===== src/rtl/bus_move_ctrl_pkg.sv =====
// bus_move_ctrl_pkg: shared defaults and FSM state encoding for the MicroCPU bus move controller.
`default_nettype none

package bus_move_ctrl_pkg;

  localparam int NUM_UNITS_DEF = 8;
  localparam int BUS_LEN_DEF   = 8;

  typedef enum logic [2:0] {
    IDLE  = 3'd0,
    DRIVE = 3'd1,
    CAPT  = 3'd2,
    TURN  = 3'd3,
    ERR   = 3'd4
  } state_e;

  // Both strobe states keep the source on the bus.
  function automatic logic is_strobe_state(input state_e s);
    return (s == DRIVE) || (s == CAPT);
  endfunction

endpackage

`default_nettype wire


===== src/rtl/bus_move_ctrl_sel_dec.sv =====
// bus_sel_dec: index to one-hot decoder with enable; out-of-range indices decode to all-zero.
`default_nettype none

module bus_sel_dec #(
  parameter int NUM_OUT = 8,
  parameter int SEL_W   = 4
) (
  input  logic               en_i,
  input  logic [SEL_W-1:0]   idx_i,
  output logic [NUM_OUT-1:0] onehot_o
);

  always_comb begin
    onehot_o = '0;
    for (int i = 0; i < NUM_OUT; i++) begin
      if (en_i && (idx_i == SEL_W'(i))) begin
        onehot_o[i] = 1'b1;
      end
    end
  end

endmodule

`default_nettype wire


===== src/rtl/bus_move_ctrl.sv =====
// bus_move_ctrl: single-transfer initiator sequencing drive/capture strobes on the shared data bus.
// Optional immediate source (code NUM_UNITS) compiled in with BUS_MOVE_IMM_EN.
`default_nettype none

module bus_move_ctrl
  import bus_move_ctrl_pkg::*;
#(
  parameter int NUM_UNITS = NUM_UNITS_DEF,
  parameter int BUS_LEN   = BUS_LEN_DEF,
  parameter int SEL_W     = $clog2(NUM_UNITS + 1)
) (
  input  logic                 CLK,
  input  logic                 RESET,
  input  logic                 req_valid,
  output logic                 req_ready,
  input  logic [SEL_W-1:0]     req_src,
  input  logic [SEL_W-1:0]     req_dst,
`ifdef BUS_MOVE_IMM_EN
  input  logic [BUS_LEN-1:0]   req_imm,
  inout  wire  [BUS_LEN-1:0]   bus,
`else
  input  logic [BUS_LEN-1:0]   bus,
`endif
  output logic [NUM_UNITS-1:0] wr_en,
  output logic [NUM_UNITS-1:0] rd_en,
  output logic [BUS_LEN-1:0]   xfer_data,
  output logic                 done,
  output logic                 err
);

  localparam logic [SEL_W-1:0] IMM_CODE = SEL_W'(NUM_UNITS);
`ifdef BUS_MOVE_IMM_EN
  localparam bit IMM_EN = 1'b1;
`else
  localparam bit IMM_EN = 1'b0;
`endif

  state_e               state_q, state_d;
  logic [SEL_W-1:0]     src_q, src_d;
  logic [SEL_W-1:0]     dst_q, dst_d;
  logic [NUM_UNITS-1:0] wr_en_d, rd_en_d;
  logic                 accept, legal, strobe_d;

  always_comb begin
    accept   = req_valid && req_ready;
    legal    = (req_src != req_dst) && (req_dst < IMM_CODE) &&
               ((req_src < IMM_CODE) || (IMM_EN && (req_src == IMM_CODE)));
    src_d    = accept ? req_src : src_q;
    dst_d    = accept ? req_dst : dst_q;
    state_d  = state_q;
    case (state_q)
      IDLE, TURN: state_d = accept ? (legal ? DRIVE : ERR) : IDLE;
      DRIVE:      state_d = CAPT;
      CAPT:       state_d = TURN;
      ERR:        state_d = IDLE;
      default:    state_d = IDLE;
    endcase
    strobe_d = is_strobe_state(state_d);
  end

  // The immediate code is out of decoder range, so it never raises a wr_en bit.
  bus_sel_dec #(.NUM_OUT(NUM_UNITS), .SEL_W(SEL_W)) u_wr_dec (
    .en_i     (strobe_d),
    .idx_i    (src_d),
    .onehot_o (wr_en_d)
  );

  bus_sel_dec #(.NUM_OUT(NUM_UNITS), .SEL_W(SEL_W)) u_rd_dec (
    .en_i     (state_d == CAPT),
    .idx_i    (dst_d),
    .onehot_o (rd_en_d)
  );

`ifdef BUS_MOVE_IMM_EN
  logic [BUS_LEN-1:0] imm_q;
  logic               drv_imm_q;
  assign bus = drv_imm_q ? imm_q : {BUS_LEN{1'bz}};
`endif

  always_ff @(posedge CLK) begin
    if (!RESET) begin
      state_q   <= IDLE;
      src_q     <= '0;
      dst_q     <= '0;
      wr_en     <= '0;
      rd_en     <= '0;
      xfer_data <= '0;
      done      <= 1'b0;
      err       <= 1'b0;
      req_ready <= 1'b1;
`ifdef BUS_MOVE_IMM_EN
      imm_q     <= '0;
      drv_imm_q <= 1'b0;
`endif
    end else begin
      state_q   <= state_d;
      src_q     <= src_d;
      dst_q     <= dst_d;
      wr_en     <= wr_en_d;
      rd_en     <= rd_en_d;
      done      <= (state_d == TURN);
      err       <= (state_d == ERR);
      req_ready <= (state_d == IDLE) || (state_d == TURN);
      if (state_q == CAPT) begin
        xfer_data <= bus;
      end
`ifdef BUS_MOVE_IMM_EN
      if (accept) begin
        imm_q <= req_imm;
      end
      drv_imm_q <= strobe_d && (src_d == IMM_CODE);
`endif
    end
  end

endmodule

`default_nettype wire


===== config.mk =====
export PLATFORM = sky130hd
export DESIGN_NAME = bus_move_ctrl
export DESIGN_NICKNAME = d
export VERILOG_FILES = /design/src/rtl/bus_move_ctrl_pkg.sv /design/src/rtl/bus_move_ctrl_sel_dec.sv /design/src/rtl/bus_move_ctrl.sv
export SDC_FILE = /design/constraint.sdc
export NUM_CORES = 1
export LEC_CHECK = 0
export ABC_CLOCK_PERIOD_IN_PS = 3800
export CORE_ASPECT_RATIO = 0.5
export CORE_UTILIZATION = 35
export CTS_CLUSTER_DIAMETER = 150
export CTS_CLUSTER_SIZE = 12
export DETAILED_ROUTE_END_ITERATION = 6
export HOLD_SLACK_MARGIN = 0.08
export MAX_ROUTING_LAYER = met4
export PLACE_DENSITY = 0.59
export SLEW_MARGIN = 20
export SYNTH_ARGS = -nofsm -noshare
export SYNTH_HDL_FRONTEND = slang
export SYNTH_SLANG_ARGS = --single-unit

===== constraint.sdc =====
create_clock -name CLK -period 3.8 [get_ports CLK]
set_input_delay 0.76 -clock CLK [delete_from_list [all_inputs] [get_ports CLK]]
set_output_delay 0.76 -clock CLK [all_outputs]
set_load 0.01 [all_outputs]

== Word-level counts from Yosys, hierarchy flattened ==
Cells that the tools add are included.
W data, S select, Z words.

* Eq/ne operators: 22
* Reduce and logical (&&, ||, !) cells: 26
* Muxes and demuxes: 21
* Order comparisons: 2

{| class="wikitable"
|+ Operators by type and width
! kind !! number
|-
| $eq A4 B3 Y1 const B || 8
|-
| $logic_and A1 B1 Y1 || 19
|-
| $eq A4 B2 Y1 const B || 4
|-
| $mux W1 || 16
|-
| $eq A3 B2 Y1 const B || 4
|-
| $pmux W3 S3 || 1
|-
| $eq A4 B1 Y1 const B || 2
|-
| $logic_not A4 Y1 || 2
|-
| $lt A4 B4 Y1 const B || 2
|-
| $mux W4 || 2
|-
| $eq A3 B1 Y1 const B || 2
|-
| $logic_not A3 Y1 || 2
|-
| $mux W3 || 2
|-
| $ne A4 B4 Y1 || 1
|-
| $eq A3 B3 Y1 const B || 1
|-
| $logic_or A1 B1 Y1 || 2
|-
| $reduce_or A2 Y1 || 1
|}

* Output and inout port bits: 27
* Bits in registers: 38
* Bits of input ports: 19

== Longest topological paths before layout ==
Gate-level depths: netlist of the first run.

* Depth in word-level cells: 10
* Depth in mapped cells: 6
* Depth with buffers taken out: 4

== By module ==
Synthesis of the first run repeated with hierarchy kept, for this count alone.

* Cell total of the unflattened synthesis: 140
* Area total of the unflattened synthesis: 1473.9 um2

{| class="wikitable"
|+ By module, submodules not included
! module !! seq. area each (um2) !! area each (um2) !! cells each !! times used
|-
| bus_move_ctrl || 760.7 || 1328.8 || 114 || 1
|-
| bus_sel_dec || 0.0 || 72.6 || 13 || 2
|}

== Worst setup path before layout of the first run ==
No wires, ideal clock.

* Path kind: input to register
* Start: input port req_dst[3]
* End: register wr_en[3]
* Library setup time: 0.088 ns
* Data arrival time: 1.668 ns
* Data required time: 3.712 ns
* Stages on the path: 4
* Setup slack: 2.044 ns
* Buffers on the path: 0
* Cell sequence: and4bb_1 > o31ai_2 > maj3_2 > nor4_2

* Cells in the longest elaborated chain, start to end: 10
* Elaborated cells on any way between the ends: 12

{| class="wikitable"
|+ RTL lines
! what !! line !! source
|-
| from (decl) || bus_move_ctrl.sv:17 || <nowiki>input logic [SEL_W-1:0] req_dst,</nowiki>
|-
| $lt A4 B4 Y1 or $ne A4 B4 Y1 (tied branches) || bus_move_ctrl.sv:46 || <nowiki>legal = (req_src != req_dst) && (req_dst < IMM_CODE) &&</nowiki>
|-
| $logic_and A1 B1 Y1 * (2 in a row) || bus_move_ctrl.sv:46 ||
|-
| $mux W3 * (2 in a row) || bus_move_ctrl.sv:52 || <nowiki>IDLE, TURN: state_d = accept ? (legal ? DRIVE : ERR) : IDLE;</nowiki>
|-
| $pmux W3 S3 * || bus_move_ctrl.sv:51 || <nowiki>case (state_q)</nowiki>
|-
| $eq A3 B1 Y1 or $eq A3 B2 Y1 (tied branches) || bus_move_ctrl_pkg.sv:19 || <nowiki>return (s == DRIVE) || (s == CAPT);</nowiki>
|-
| $logic_or A1 B1 Y1 * || bus_move_ctrl_pkg.sv:19 ||
|-
| $logic_and A1 B1 Y1 * || bus_move_ctrl_sel_dec.sv:16 || <nowiki>if (en_i && (idx_i == SEL_W'(i))) begin</nowiki>
|-
| $mux W1 * || bus_move_ctrl_sel_dec.sv:16 ||
|-
| to (signal assigned) || bus_move_ctrl.sv:99 || <nowiki>wr_en <= wr_en_d;</nowiki>
|-
| to (decl) || bus_move_ctrl.sv:24 || <nowiki>output logic [NUM_UNITS-1:0] wr_en,</nowiki>
|}

Mark *: on every way between the ends. The rest lies on a longest branch, timed or not.
A chain may end at the register's enable or synchronous reset.

== Worst setup path after layout of the first run ==
* Start: input port req_valid
* End: register wr_en[5]

* Cells in the longest elaborated chain, start to end: 7
* Elaborated cells on any way between the ends: 10

{| class="wikitable"
|+ RTL lines
! what !! line !! source
|-
| from (decl) || bus_move_ctrl.sv:14 || <nowiki>input logic req_valid,</nowiki>
|-
| $logic_and A1 B1 Y1 * || bus_move_ctrl.sv:45 || <nowiki>accept = req_valid && req_ready;</nowiki>
|-
| $mux W3 || bus_move_ctrl.sv:52 ||
|-
| $pmux W3 S3 || bus_move_ctrl.sv:51 ||
|-
| $eq A3 B1 Y1 or $eq A3 B2 Y1 (tied branches) || bus_move_ctrl_pkg.sv:19 ||
|-
| $logic_or A1 B1 Y1 || bus_move_ctrl_pkg.sv:19 ||
|-
| $logic_and A1 B1 Y1 * || bus_move_ctrl_sel_dec.sv:16 ||
|-
| $mux W1 * || bus_move_ctrl_sel_dec.sv:16 ||
|}

Marks and branches as above.

==> results of run 1 <==
-- critical path: cells and delay by family --
kind | cells | cell delay (ns)
compound gates | 1 | 0.26
mux | 1 | 0.43
buf+inv | 1 | 0.49
simple gates | 2 | 0.63
-- logic make-up (layout without fill, tap and decap cells) --
logic type / after synthesis / in the layout / share of synthesized area
AO/OA/AOI/OAI: 21 / 21 / 0.104
XOR/XNOR: 4 / 4 / 0.0284
adder cells (fa/ha/maj): 3 / 3 / 0.0209
buffers and inverters: 9 / 59 / 0.0234
flip-flops: 38 / 38 / 0.508
multiplexers: 10 / 10 / 0.0694
AND/OR/NAND/NOR: 67 / 67 / 0.246
-- metal layers --
layer  vias up  track usage
met5         -            -
met4         0       0.0818
met3         5       0.0467
met2        41        0.230
met1       530        0.190
li1        624            -
-- through the flow --
stage / instance area (um2) / total power (uW) / hold WS [ns] / setup WS, ns
after CTS: 2120 / 865 / 0.489 / 1.43
after floorplan: 1500 / 495 / 0.451 / 2.04
after detailed placement: 2010 / 544 / 0.478 / 1.13
after global routing: 2120 / 895 / 0.526 / 1.22
final: 2120 / 854 / 0.489 / 1.42
after global placement: 2010 / 544 / 0.477 / 1.21
-- layout by cell type, fill, tap and decap left out, types with 2 or more instances in the layout --
cell type / netlist / routed
a211oi_1: 3 / 3
a21boi_0: 6 / 6
a21oi_1: 2 / 2
a31oi_1: 3 / 3
clkbuf_8: 0 / 8
clkdlybuf4s50_1: 0 / 45
dfxtp_1: 38 / 38
inv_1: 5 / 5
maj3_1: 2 / 2
mux2i_1: 9 / 9
nand2_1: 15 / 15
nand2b_1: 7 / 7
nor2_1: 11 / 11
nor2b_1: 9 / 9
nor3_1: 10 / 10
nor3b_1: 4 / 4
nor4_1: 2 / 2
o21ai_0: 2 / 2
xor2_1: 3 / 3
-- area by class of cell --
class | instances | area, um2 | area share
multi-input cells | 105 | 701 | 0.331
clock buffers | 8 | 110 | 0.0520
flip-flops and latches | 38 | 761 | 0.360
inverters | 5 | 18.8 | 0.00887
repair buffers | 46 | 458 | 0.216
well taps | 54 | 67.6 | 0.0319
-- how the worst min path moves through the flow --
stage | to | slack (ns) | cells after the start
after floorplan | src_q[3]$_SDFF_PN0_ | 0.45 | 2
after global placement | src_q[0]$_SDFF_PN0_ | 0.48 | 2
after detailed placement | src_q[0]$_SDFF_PN0_ | 0.48 | 2
after CTS | src_q[0]$_SDFF_PN0_ | 0.49 | 2
after global routing | src_q[0]$_SDFF_PN0_ | 0.53 | 2
final | src_q[0]$_SDFF_PN0_ | 0.49 | 2
-- power breakdown --
part | internal, uW | switching [uW]
logic | 56.4 | 56.0
clock network | 183 | 136
registers | 412 | 11.0
total | 651 | 203
-- registers in the layout, summed over array words and instances (netlist names) --
name	cells
rd_en	8
err	1
src_q	4
wr_en	8
req_ready	1
done	1
xfer_data	8
dst_q	4
state_q	3
==> results.cfg, run 1 <==
[status]
outcome = completed

[grt]
first_pass_grt_wire_length_um = 4800
grt_overall_usage = 0.153
grt_antenna_before_repair = 0
grt_start_max_net_pins = 19
grt_pass1_vias = 1081
overflow = 0

[hold_path]
type_of_the_worst_min_delay_path = flop to flop
min_from = src_q[0]$_SDFF_PN0_

[sta]
timing.setup.tns_ns = 0
skew_ns = 0.00272
period_minus_slack_ns = 2.38
rsz_0062_raised_after_global_routing = no
hold_violations = 0
tightest_slew_ns = 0.563
slew_violations = 0
final_min_period_over_clock_period = 0.627
final_setup_violation_count = 0
slew_headroom = 0.624
max_freq_mhz = 419

[floorplanning]
floorplan.die_area_mm2 = 0.00456
coreArea_mm2 = 0.00400
pin_count = 46
floorplan.initialDensity = 0.374
chipWidth_um = 94.5
rows = 16
chipHeight_um = 48.2

[clocking]
postCtsResizedCells = 0
tritoncts = built
htreeDepth = 2
worst_skew_pair.late_latency_ns = 0.29
clkSinkCount = 38
post_cts_repair_setup_buffers = 0
cts.hold.buffers_added = 0
cts.path.max_buffers = 2
clk_transition_reported_paths_ns = 0.07
cts_root_buffer = clkbuf_8
numCtsBuffers = 5

[route]
antenna_violating_nets_post_route = 0
dr.first_iter.drc_count = 23
routed-wl-met3_um = 192
num_vias = 1200
totalWireLength_um = 3040
wl_per_cell_um = 11.9
routed-wl-met2_um = 1250
via_per_inst = 4.69
drt-pass1-iter-count = 4
topRoutingLayerUsed = met4
wl_met1_um = 1540
drcViolationCount = 0

[yosys]
synthArstFlopShare = 0
synth_area_mm2 = 0.00150
synth.area.top_cells = dfxtp_1, mux2i_1, nand2_1, nor2b_1, nor3_1
share_of_yosys_cell_area_claimed_by_the_top_area_cell_type = 0.508
synth.most_common_cell = dfxtp_1
yosysTopAreaCell = dfxtp_1
ys_dominant_reg_cell = dfxtp_1
post_synth_num_cell_types = 36
ys_seq_elements = 38
synth-edff-count = 0
synth_area_per_cell_um2 = 9.84
syn-num-nets = 171
synthesis.yosys.warnings = 0
gate_count_of_the_mapped_netlist = 152
most_common_library_cells_after_synthesis = dfxtp_1, nand2_1, nor2_1
synth_seq_area_share = 0.508

[setup_path]
regToRegSetupSlack_ns = 2.03
cpMaxStageDelayCell = clkdlybuf4s50_1
cp_slowest_stage_delay_ns = 0.49
timing.critical_path.required_ns = 4.00
rr_startpoint = req_ready$_SDFF_PN1_
crit_fanout = 16
setup.worst_path.start = req_valid
critical_path.startpoint_type = primary input
worst_r2r_endpoint = wr_en[5]$_SDFF_PN0_
cp-endpoint = wr_en[5]$_SDFF_PN0_
worst_ep_arrival_time_ns = 2.58
worstPathCellList = clkdlybuf4s50_1, nand2_1, mux2i_2, nand3b_1, a211oi_1
critPathKind = primary input to flop
critical_path_end_type = flop
worstRegToRegCells = 4

[finish]
fin_nets = 220
drive_above_1_share = 0.0842
fin_cells = 256
syn2layout_area_growth_pct = 41.4
final.fill_count = 372
finish.utilization = 0.528
antenna_fix_cells = 0

[pwr]
vdd.ir_drop.worst_uv = 155
pwr_density_mw_per_mm2 = 404
leakage_uw = 0.000732

[job]
maxCapViolCount = 0

[placed_design]
place.gp.congestion = 0.833
dp_hpwl_um = 2260
portBuffers = 45
placed_cells = 248
Note: power is estimated with default switching activity, not from simulation.
==> inputs of run 2 (changes only) <==
--- a/config.mk
+++ b/config.mk
@@ -5,7 +5,7 @@
 export SDC_FILE = /design/constraint.sdc
 export NUM_CORES = 1
 export LEC_CHECK = 0
-export ABC_CLOCK_PERIOD_IN_PS = 3800
+export ABC_CLOCK_PERIOD_IN_PS = 2000
 export CORE_ASPECT_RATIO = 0.5
 export CORE_UTILIZATION = 35
 export CTS_CLUSTER_DIAMETER = 150
@@ -13,7 +13,7 @@
 export DETAILED_ROUTE_END_ITERATION = 6
 export HOLD_SLACK_MARGIN = 0.08
 export MAX_ROUTING_LAYER = met4
-export PLACE_DENSITY = 0.59
+export PLACE_DENSITY = 0.61
 export SLEW_MARGIN = 20
 export SYNTH_ARGS = -nofsm -noshare
 export SYNTH_HDL_FRONTEND = slang
==> constraint.sdc (replaced) <==
create_clock -name CLK -period 2 [get_ports CLK]
set_input_delay 0.4 -clock CLK [delete_from_list [all_inputs] [get_ports CLK]]
set_output_delay 0.4 -clock CLK [all_outputs]
set_load 0.01 [all_outputs]
==> run 2 against run 1 <==
Core utilization is 2.1 points higher; clock skew increased by 0.0064 ns; largest power group unchanged; wire length up 3.3%; via count up 4.8%; critical path type is now flop to primary output; critical path depth down 4.
==> results.cfg, run 2 (synthesis results as in run 1) <==
[setup_path]
worstPathCellList = clkdlybuf4s50_1
rr_startpoint = req_ready$_SDFF_PN1_
critical_path_end_type = primary output
cp_slowest_stage_delay_ns = 0.59
path_depth = 1
crit_family = buffers and inverters
worst_ep_arrival_time_ns = 1.34
cp-endpoint = req_ready
cp_num_buf_inv = 1
critical_path.startpoint_type = flop
critPathKind = flop to primary output
regToRegSetupSlack_ns = 0.46
worst_r2r_endpoint = wr_en[7]$_SDFF_PN0_
crit_fanout = 7
worstRegToRegCells = 4
cpMaxStageDelayCell = clkdlybuf4s50_1
setup.worst_path.start = req_ready$_SDFF_PN1_
timing.critical_path.required_ns = 1.60

[grt]
grt_antenna_before_repair = 0
grt_overall_usage = 0.156
grt_start_max_net_pins = 18
overflow = 0
grt_pass1_vias = 1142
first_pass_grt_wire_length_um = 5030

[sta]
post-route-worst-setup-slack_ns = 0.264
slew_violations = 0
skew_ns = 0.00915
hold_violations = 0
slew_headroom = 0.653
fin_hold_ws_ns = 0.484
final_setup_violation_count = 0
rsz_0062_raised_after_global_routing = no
final_min_period_over_clock_period = 0.868
max_freq_mhz = 576
period_minus_slack_ns = 1.74
tightest_slew_ns = 0.520

[finish]
antenna_fix_cells = 0
commonest_cells_after_routing_fill_and_taps_aside = clkdlybuf4s50_1, dfxtp_1, nand2_1
fin_cells = 269
syn2layout_area_growth_pct = 46.9
final_common_cell = clkdlybuf4s50_1
fin_nets = 233
drive_above_1_share = 0.140
largestRegisters = rd_en (8), wr_en (8), xfer_data (8)
postLayoutCellArea_mm2 = 0.00220

[clocking]
clk_transition_reported_paths_ns = 0.08
postCtsResizedCells = 0
cts.path.max_buffers = 2
tritoncts = built
clkSinkCount = 38
cts_root_buffer = clkbuf_8
post_cts_repair_setup_buffers = 0
cts.hold.buffers_added = 0
htreeDepth = 2
numCtsBuffers = 5
worst_skew_pair.late_latency_ns = 0.29

[route]
num_vias = 1258
totalWireLength_um = 3140
dr.first_iter.drc_count = 32
drcViolationCount = 0
antenna_violating_nets_post_route = 0
via_per_inst = 4.68
wl_per_cell_um = 11.7
drt-pass1-iter-count = 4

[placed_design]
dp_hpwl_um = 2400
placed_area_mm2 = 0.00210
portBuffers = 45
place.gp.congestion = 0.783
place_ws_ns = -0.0293
placed_cells = 261

[pwr]
vdd.ir_drop.worst_uv = 315
pwr_density_mw_per_mm2 = 723
p_total_uw = 1590
leakage_uw = 0.000783

[floorplanning]
coreArea_mm2 = 0.00400
floorplan.die_area_mm2 = 0.00456
rows = 16
chipHeight_um = 48.2
floorplan.initialDensity = 0.374
chipWidth_um = 94.5
pin_count = 46

[status]
outcome = completed

[job]
maxCapViolCount = 0

[hold_path]
type_of_the_worst_min_delay_path = flop to flop
[run 2: cell types whose count changed in the layout (fill, tap and decap cells not counted)]
cell and change:
clkinv_2 +1, clkbuf_8 -2, buf_4 +13, clkinvlp_4 +1
[run 2: worst min path at each step]
stage,start,endpoint,slack (ns),cells past startpoint
after floorplan,src_q[3]$_SDFF_PN0_,src_q[3]$_SDFF_PN0_,0.45,2
after global placement,src_q[3]$_SDFF_PN0_,src_q[3]$_SDFF_PN0_,0.47,2
after detailed placement,src_q[3]$_SDFF_PN0_,src_q[3]$_SDFF_PN0_,0.47,2
after CTS,src_q[3]$_SDFF_PN0_,src_q[3]$_SDFF_PN0_,0.48,2
after global routing,src_q[3]$_SDFF_PN0_,src_q[3]$_SDFF_PN0_,0.50,2
final,src_q[3]$_SDFF_PN0_,src_q[3]$_SDFF_PN0_,0.48,2
[run 2: cell type report]
| cell class | instances | area, um2 |
|---|---|---|
| Fill cell | 387 | 1810 |
| Clock buffer | 6 | 82.6 |
| Timing Repair Buffer | 59 | 556 |
| Sequential cell | 38 | 761 |
| Multi-Input combinational cell | 105 | 701 |
| Inverter | 5 | 18.8 |
| Tap cell | 54 | 67.6 |
| Clock inverter | 2 | 12.5 |
[run 2: report_power, final]
part,switching (uW),internal (uW)
sequential,20.9,782
clock,271,277
combinational,111,126
[run 2: stage by stage]
| stage | TNS, ns | util |
|---|---|---|
| CTS | 0 | 0.549 |
| global placement | -0.0594 | 0.525 |
| finish | 0 | 0.549 |
| global route | 0 | 0.549 |
| floorplan | 0 | - |
| detailed placement | -0.134 | 0.525 |
[run 2: per-layer routing]
| metal | up-vias | wire (um) | GRT usage |
|---|---|---|---|
| met1 | 573 | 1610 | 0.186 |
| met5 | - | 0 | - |
| met2 | 32 | 1350 | 0.259 |
| met3 | 5 | 150 | 0.0467 |
| met4 | 0 | 25 | 0.0545 |
| li1 | 648 | - | - |
==> inputs of run 3 (changes only) <==
--- a/config.mk
+++ b/config.mk
@@ -14,6 +14,7 @@
 export HOLD_SLACK_MARGIN = 0.08
 export MAX_ROUTING_LAYER = met4
 export PLACE_DENSITY = 0.61
+export REMOVE_ABC_BUFFERS = 1
 export SLEW_MARGIN = 20
 export SYNTH_ARGS = -nofsm -noshare
 export SYNTH_HDL_FRONTEND = slang
==> run 3 against run 2 <==
Design area rose by 3.2%; worst hold slack got worse by 0.00077 ns; wire length increased by 5.3%; setup slack worse by 0.033 ns; largest cell class unchanged; critical path type is now primary input to flop.
==> results.cfg, run 3 (synthesis results as in run 1) <==
[floorplanning]
floorplan.die_area_mm2 = 0.00456
coreArea_mm2 = 0.00400
pin_count = 46
floorplan.initialDensity = 0.374
rows = 16
chipWidth_um = 94.5
chipHeight_um = 48.2

[grt]
grt_antenna_before_repair = 0
grt_overall_usage = 0.164
overflow = 0
first_pass_grt_wire_length_um = 5220
grt_start_max_net_pins = 18
grt_pass1_vias = 1137

[sta]
fin_hold_ws_ns = 0.483
hold_violations = 0
period_minus_slack_ns = 1.77
max_freq_mhz = 565
final_setup_violation_count = 0
rsz_0062_raised_after_global_routing = no
tightest_slew_ns = 0.543
final_min_period_over_clock_period = 0.885
skew_ns = 0.00700
slew_violations = 0
slew_headroom = 0.638

[clocking]
htreeDepth = 2
postCtsResizedCells = 0
post_cts_repair_setup_buffers = 0
numCtsBuffers = 5
cts.hold.buffers_added = 0
clkSinkCount = 38
cts_root_buffer = clkbuf_8
tritoncts = built
cts.path.max_buffers = 2
clk_transition_reported_paths_ns = 0.07
worst_skew_pair.late_latency_ns = 0.30

[finish]
postLayoutCellArea_mm2 = 0.00227
antenna_fix_cells = 0
finish.utilization = 0.567
final.fill_count = 374
drive_above_1_share = 0.151
syn2layout_area_growth_pct = 51.6
fin_cells = 272
commonest_cells_after_routing_fill_and_taps_aside = clkdlybuf4s50_1, dfxtp_1, buf_4
multi_input_area_um2 = 701
largestRegisters = rd_en (8), wr_en (8), xfer_data (8)
fin_nets = 236
seqCellArea_um2 = 761
final_common_cell = clkdlybuf4s50_1

[route]
drcViolationCount = 0
antenna_violating_nets_post_route = 0
via_per_inst = 4.65
num_vias = 1265
dr.first_iter.drc_count = 48
totalWireLength_um = 3300
drt-pass1-iter-count = 4
wl_per_cell_um = 12.1

[job]
maxCapViolCount = 0

[pwr]
p_total_uw = 1850
pwr_density_mw_per_mm2 = 816
vdd.ir_drop.worst_uv = 445
leakage_uw = 0.000821

[setup_path]
timing.critical_path.required_ns = 2.19
critical_path_end_type = flop
critical_path.startpoint_type = primary input
crit_fanout = 6
worst_ep_arrival_time_ns = 1.96
critPathKind = primary input to flop

[status]
outcome = completed

[placed_design]
place.gp.congestion = 0.798
portBuffers = 45
placed_area_mm2 = 0.00213
dp_hpwl_um = 2500
placed_cells = 264

[hold_path]
type_of_the_worst_min_delay_path = flop to flop
run 3: cell types whose count changed in the layout (fill, tap and decap cells not counted), sizes merged:
| cell | previous run | this run |
|---|---|---|
| buf | 14 | 17 |
| clkinv | 1 | 0 |
| bufinv | 0 | 2 |
| clkinvlp | 1 | 0 |
run 3: final cells by class:
class / count / area share
Sequential cell: 38 / 0.335
Inverter: 5 / 0.00827
Multi-Input combinational cell: 105 / 0.309
Clock inverter: 2 / 0.0265
Timing Repair Buffer: 62 / 0.255
Clock buffer: 6 / 0.0364
Tap cell: 54 / 0.0298
run 3: through the flow:
stage	setup TNS (ns)	worst slack [ns]
2_1_floorplan	0	0.482
6_report	0	0.230
4_1_cts	0	0.227
3_5_place_dp	-0.142	-0.0690
3_3_place_gp	-0.00489	-0.00406
5_1_grt	0	0.119
run 3: layer usage:
metal | up-vias | track usage | routed length [um]
met5 | - | - | 0
met4 | 0 | 0.0727 | 53
met3 | 6 | 0.0514 | 183
met2 | 35 | 0.259 | 1400
met1 | 574 | 0.198 | 1660
li1 | 650 | - | -
run 3: worst max-delay path: stages:
cell and delay [ns]:
clkdlybuf4s50_1 0.57, xor2_1 0.26, o31ai_2 0.13, a21o_1 0.24
a2111oi_2 0.36
run 3: power by group:
group          internal (uW)  switching (uW)  total, uW  leakage [uW]
sequential               782            20.9        803      0.000308
clock                    532             272        804     0.0000714
combinational            131             114        245      0.000441
total                   1440             407       1850      0.000821
run 3: path summary, 6_finish.rpt:
| kind | endpoint | cells past startpoint | startpoint | slack, ns |
|---|---|---|---|---|
| setup / recovery | wr_en[7]$_SDFF_PN0_ | 5 | req_dst[1] | 0.23 |
| hold / removal | dst_q[2]$_SDFF_PN0_ | 2 | dst_q[2]$_SDFF_PN0_ | 0.48 |
| setup reg to reg | wr_en[5]$_SDFF_PN0_ | 4 | req_ready$_SDFF_PN1_ | 0.50 |
| hold reg to reg | dst_q[2]$_SDFF_PN0_ | 2 | dst_q[2]$_SDFF_PN0_ | 0.48 |
